File: src/rtl/mips_hazard_stall_controller.sv
// Pipeline stall/flush sequencer for the 5-stage MIPS core: merges load-use stalls,
// taken-branch redirects and mult/div HI/LO occupancy into PC/IF/ID/EX controls.
module mips_hazard_stall_controller #(
  parameter int MD_LATENCY = 32,
  parameter int CNT_WIDTH  = 32
) (
  input  logic                 clock,
  input  logic                 reset,
  input  logic                 stallLwRead,
  input  logic                 branchTaken,
  input  logic                 exMdStart,
  input  logic                 idMdUse,
  output logic                 pcEnable,
  output logic                 ifIdEnable,
  output logic                 ifIdFlush,
  output logic                 idExFlush,
  output logic                 mdBusy,
  output logic [CNT_WIDTH-1:0] stallCycles
);

  typedef enum logic {RUN, MD_WAIT} md_state_t;

  localparam logic [7:0] MD_RELOAD = 8'(MD_LATENCY - 1);

  md_state_t  state;
  logic [7:0] mdCount;
  logic       waitState;
  logic       lwStall;
  logic       mdStall;

  assign waitState = (state == MD_WAIT);
  assign lwStall   = stallLwRead;
  assign mdStall   = idMdUse & (waitState | exMdStart);
  assign mdBusy    = ~reset & waitState;

  // A taken branch wins over any stall: the stalled ID instruction is on the wrong path.
  always_comb begin
    pcEnable   = 1'b1;
    ifIdEnable = 1'b1;
    ifIdFlush  = 1'b0;
    idExFlush  = 1'b0;
    if (reset) begin
      pcEnable   = 1'b0;
      ifIdEnable = 1'b0;
      ifIdFlush  = 1'b1;
      idExFlush  = 1'b1;
    end else if (branchTaken) begin
      ifIdFlush  = 1'b1;
      idExFlush  = 1'b1;
    end else if (lwStall | mdStall) begin
      pcEnable   = 1'b0;
      ifIdEnable = 1'b0;
      idExFlush  = 1'b1;
    end
  end

  // exMdStart is honoured even under a branch because the EX instruction is on the correct path.
  always_ff @(posedge clock) begin
    if (reset) begin
      state       <= RUN;
      mdCount     <= 8'd0;
      stallCycles <= '0;
    end else begin
      case (state)
        RUN: begin
          if (exMdStart) begin
            state   <= MD_WAIT;
            mdCount <= MD_RELOAD;
          end
        end
        MD_WAIT: begin
          if (exMdStart) begin
            mdCount <= MD_RELOAD;
          end else if (mdCount > 8'd1) begin
            mdCount <= mdCount - 8'd1;
          end else begin
            state   <= RUN;
            mdCount <= 8'd0;
          end
        end
        default: begin
          state   <= RUN;
          mdCount <= 8'd0;
        end
      endcase

      if (!pcEnable && (stallCycles != {CNT_WIDTH{1'b1}})) begin
        stallCycles <= stallCycles + CNT_WIDTH'(1);
      end
    end
  end

endmodule

File: config.mk
export PLATFORM = sky130hd
export DESIGN_NAME = mips_hazard_stall_controller
export DESIGN_NICKNAME = d
export VERILOG_FILES = /design/src/rtl/mips_hazard_stall_controller.sv
export SDC_FILE = /design/constraint.sdc
export NUM_CORES = 1
export LEC_CHECK = 0
export CORE_ASPECT_RATIO = 1.25
export CORE_MARGIN = 1
export CORE_UTILIZATION = 47
export CTS_CLUSTER_SIZE = 28
export DETAILED_ROUTE_END_ITERATION = 10
export PLACE_DENSITY = 0.76
export SLEW_MARGIN = 10
export SYNTH_ARGS = -nofsm -noshare
export SYNTH_HDL_FRONTEND = slang
export SYNTH_SLANG_ARGS = --single-unit
File: constraint.sdc
create_clock -name clock -period 2.4 [get_ports clock]
set_input_delay 0.72 -clock clock [delete_from_list [all_inputs] [get_ports clock]]
set_output_delay 0.72 -clock clock [all_outputs]
set_load 0.01 [all_outputs]
### After elaboration in Yosys (flattened, before gate mapping)

Index checks and enable logic that the tools add are counted.

* output and inout bits: 37
* logic and storage cells: 32
* flip-flop bits (word level): 41

* equality and inequality tests: 2
* bitwise logic cells: 6
* magnitude comparators: 1
* add/sub/neg operators: 2
* muxes and demuxes: 16
* reductions and logical operators: 2

Operator list (count)
* $add A32 B1 Y32 const B: 1
* $ne A32 B32 Y1 const B: 1
* $mux W8: 3
* $pmux W8 S2: 1
* $mux W1: 11
* $gt A8 B1 Y1 const B: 1
* $sub A8 B1 Y8 const B: 1
* $and A1 B1 Y1: 2
* $ne A2 B2 Y1 const B: 1
* $not A1 Y1: 2
* $or A1 B1 Y1: 2
* $pmux W1 S2: 1
* $logic_and A1 B1 Y1: 1
* $logic_not A1 Y1: 1

### Logic depth before layout (Yosys ltp)

* word-level depth: 8
* mapped depth: 8
* depth with buffers taken out: 7

### Worst setup path after synthesis

OpenSTA, ideal clock, no wires.

* path type: input -> register
* start point: input exMdStart
* end point: register stallCycles[25]
* setup time: 0.070 ns
* setup slack: -0.126 ns
* stages on the path: 8
* arrival time: 2.455 ns
* buffers on the path: 2
* required time: 2.330 ns
* path through: buf_4 > nor2_2 > o211ai_2 > inv_2 > or4_4 > buf_6 > or4_1 > a21oi_1

* word-level cells in the longest chain between the ends: 8

RTL lines
* from (decl): line 11 `input logic exMdStart,`
* $or A1 B1 Y1: line 33 `assign mdStall = idMdUse & (waitState | exMdStart);`
* $and A1 B1 Y1: line 33
* $or A1 B1 Y1: line 50 `end else if (lwStall | mdStall) begin`
* $mux W1 (3 in a row)
* named net ifIdEnable: line 14 `output logic ifIdEnable,`
* $logic_not A1 Y1: line 87 `if (!pcEnable && (stallCycles != {CNT_WIDTH{1'b1}})) begin`
* $logic_and A1 B1 Y1: line 87
* to (signal assigned): line 88 `stallCycles <= stallCycles + CNT_WIDTH'(1);`
* to (decl): line 18 `output logic [CNT_WIDTH-1:0] stallCycles`

The timed path passes the listed nets, and every way through them passes these cells.
A chain may end at the register's enable or synchronous reset.

### Final worst setup path

* start point: input idMdUse
* end point: register stallCycles[25]

* word-level cells in the longest chain between the ends: 7

RTL lines
* from (decl): line 12 `input logic idMdUse,`
* $and A1 B1 Y1: line 33
* $or A1 B1 Y1: line 50
* $mux W1: line 50
* $mux W1: line 47 `end else if (branchTaken) begin`
* $mux W1: line 42 `if (reset) begin`
* $logic_not A1 Y1: line 87
* $logic_and A1 B1 Y1: line 87

No other way between the ends.

==> qor.yml <==
status:
  status: "finished, final reports clean"
placed_design:
  dp_hpwl_um: 4030
  gp_routability_congestion: 0.824
  place_worst_setup_slack_ns: -0.470
  buffer_ports.inserted: 42
cells_and_area:
  layout.nets: 347
  n_fill_cell: 395
  post_route_cells_drive_above_1_share_pct: 16.9
  layout-area-overhead-vs-synth_pct: 33.7
  num_antenna_cells: 0
yosys:
  syn-num-nets: 286
  async_reset_ff_share_pct: 0
  post_synth_edffs: 0
  synth.cell_area_mm2: 0.00222
  ys.flop_type: "dfxtp_1"
  postSynthCellCount: 277
  synth_warnings: 0
  synth_seq_cells: 41
  postSynthAreaPerCell_um2: 8.00
  seq_area_frac_synth_pct: 37.0
  post_synth_num_cell_types: 45
floorplan:
  floorplan.die.height_um: 78.8
  floorplan.die_area_mm2: 0.00500
  ioPinCount: 43
  fp.coreArea_mm2: 0.00446
  placement_rows: 27
  initial_core_utilization_pct: 49.7
  die-width_um: 63.4
global_routing:
  grt_overflow: 0
  antenna_found_initial: 0
  grt_pass1_wl_um: 9630
  grt_util_all_layers_pct: 24.1
  grt_max_degree: 30
  via_count_of_the_first_global_routing_pass: 2215
routing:
  detailed_routing_wirelength_on_met1_um: 2490
  dr_wl_met3_um: 238
  detail_route.vias_per_cell: 5.84
  wl_per_cell_um: 14.4
  drt_iter0_drc: 110
  routed.top_layer: "met4"
  dr_total_vias: 2314
  final_antenna_net_count: 0
  met2_wire_length_um: 2860
  routed_wl_um: 5700
  drt_pre_antenna_iters: 4
  drc_errors: 0
worst_setup_path:
  crit_arrival_ns: 2.59
  worst-endpoint-required_ns: 2.63
  path_buf_inv: 3
  critical_path_class: "in -> reg"
  cp_top_family: "simple AND/OR/NAND/NOR gates"
  crit_top_cell: "or4_4"
  cp_slowest_cell: "or4_4"
  r2r_slack_ns: 0.13
  crit_path_start_kind: "input pin"
  cp_cell_sequence: "dlygate4sd2_1 -> nand2b_4 -> o211ai_4 -> inv_2 -> or4_4 -> buf_12 -> or4_4 -> a21oi_2"
  worst_setup_path_end_kind: "register"
  critical_path_peak_fanout: 5
  critical_path.max_stage_delay_ns: 0.56
clocking:
  clock_tree.htree_level_count: 2
  clock_edge_transition_at_the_registers_on_the_reported_setup_and_hold_paths_ns: 0.08
  postCtsHoldBufs: 0
  cts_tree: "done"
  clk_latency_ns: 0.29
  numClockSinks: 41
  cts_inserted_buffers: 5
  cts_buffer_depth: 2
  cts-root-buf: "clkbuf_8"
sta:
  final-setup-viol-count: 0
  final.min_clock_period_ns: 2.36
  slew_violations: 0
  hold_ws_ns: 0.486
  worst_pin_slew_ns: 0.480
  layout_worst_path_cycle_share_pct: 98.3
  final.setup_skew_ns: 0.00741
  setup_slack_ns: 0.0406
  grt_setup_unrepaired: "no"
  slew_headroom_pct: 67.8
  hold_viol_final: 0
  fmax_ghz: 0.424
job:
  maxCapViolations: 0
pwr:
  power-per-cell-area_mw_per_mm2: 444
  leakage_uw: 0.000989
  vdd_ir_drop_max_mv: 0.287
hold_path:
  hold_path.class: "reg -> reg"
==> flip-flops by register name, summed over array words and instances (netlist names) <==
name and flops:
stallCycles 32, mdCount 8, state 1
==> kinds of logic after synthesis <==
group,Yosys count,share of synthesized area (%)
compound gates,68,18.6
xor+xnor,1,0.395
fa+ha+maj,3,1.69
buf+inv,23,4.80
flops,41,37.0
mux,7,3.50
simple gates,134,34.0
==> timing repair <==
action / CTS / global route
pin swaps: 3 / 3
gates resized for setup: 22 / 6
endpoints found under the setup margin: 11 / 4
buffers inserted: 5 / 0
==> worst paths after layout <==
| check | to | start | cells past startpoint |
|---|---|---|---|
| worst min register to register | mdCount[7]$_SDFFE_PP0N_ | mdCount[7]$_SDFFE_PP0N_ | 2 |
| worst max-delay path | stallCycles[25]$_SDFFE_PP0P_ | idMdUse | 8 |
| worst max register to register | stallCycles[31]$_SDFFE_PP0P_ | stallCycles[15]$_SDFFE_PP0P_ | 7 |
| worst min-delay path | mdCount[7]$_SDFFE_PP0N_ | mdCount[7]$_SDFFE_PP0N_ | 2 |
==> per-layer routing <==
metal / vias to the layer above / GRT usage [%]
met5: - / 0
met4: 0 / 11.4
met3: 13 / 3.45
met2: 45 / 42.7
met1: 1095 / 28.2
li1: 1161 / -
==> Yosys cell counts, drive strengths merged (3+ instances only) <==
cell type  instances  area, µm²
a21oi             30        150
and2               3       18.8
and3               4       25.0
buf                7       46.3
clkbuf             8       30.0
dfxtp             41        821
ha                 3       37.5
inv                8       30.0
mux2               6       67.6
nand2             20       75.1
nand3             14       70.1
nand4             11       68.8
nor2              18       70.1
nor2b              6       37.5
nor3              12       60.1
nor4               6       37.5
o21ai             15       75.1
o31ai              7       52.6
o41ai              4       35.0
or2                3       18.8
or3               17        106
or4               10       78.8
==> report_power, final <==
| group | internal (µW) | leakage, µW | switching, µW |
|---|---|---|---|
| Sequential | 694 | 0.000333 | 16.8 |
| Combinational | 62.3 | 0.000613 | 71.7 |
| Clock | 228 | 0.0000433 | 243 |
==> area by class of cell <==
class,instances,area (µm²),share of cell area (%)
multi-input cells,213,1330,45.0
flip-flops and latches,41,821,27.7
repair buffers,69,614,20.7
clock buffers,6,82.6,2.79
well taps,58,72.6,2.45
inverters,8,30.0,1.01
clock inverters,1,7.51,0.253
==> worst reg2reg max path: stages, from the launching register on <==
cell	delay, ns
dfxtp_1	0.45
nand4_1	0.19
or3_1	0.44
nor4b_2	0.35
buf_4	0.31
buf_4	0.19
o311ai_1	0.12
o41ai_1	0.10
==> cells in the final DEF, fill, tap and decap left out, types with 3 or more instances in the layout <==
| cell | netlist | routed |
|---|---|---|
| nand3_1 | 14 | 14 |
| dfxtp_1 | 41 | 41 |
| a21oi_1 | 30 | 29 |
| nor3_1 | 12 | 12 |
| nand4_1 | 11 | 11 |
| nor2_1 | 17 | 17 |
| ha_1 | 3 | 3 |
| nor2b_1 | 6 | 6 |
| dlygate4sd2_1 | 0 | 6 |
| and2_1 | 3 | 3 |
| nand2_1 | 20 | 20 |
| or3_1 | 17 | 17 |
| o21ai_0 | 15 | 15 |
| inv_1 | 7 | 7 |
| o31ai_1 | 7 | 7 |
| nor4_1 | 6 | 5 |
| or2_2 | 3 | 3 |
| and3_1 | 4 | 4 |
| clkdlybuf4s50_1 | 0 | 32 |
| clkbuf_8 | 0 | 6 |
| mux2_2 | 6 | 6 |
| o41ai_1 | 4 | 4 |
| buf_4 | 2 | 26 |
| or4_1 | 9 | 8 |
==> stage by stage <==
| stage | instance area, µm² | std cells | total power [µW] | utilization (%) | TNS [ns] |
|---|---|---|---|---|---|
| after detailed placement | 2810 | 384 | 858 | 63.0 | -7.16 |
| after global routing | 2960 | 396 | 1370 | 66.4 | 0 |
| after floorplan | 2230 | 277 | 803 | - | -0.0219 |
| final | 2960 | 396 | 1310 | 66.4 | 0 |
| after CTS | 2950 | 396 | 1330 | 66.1 | 0 |
| after global placement | 2810 | 384 | 855 | 63.0 | -6.73 |
Note: power is estimated with default switching activity, not from simulation.
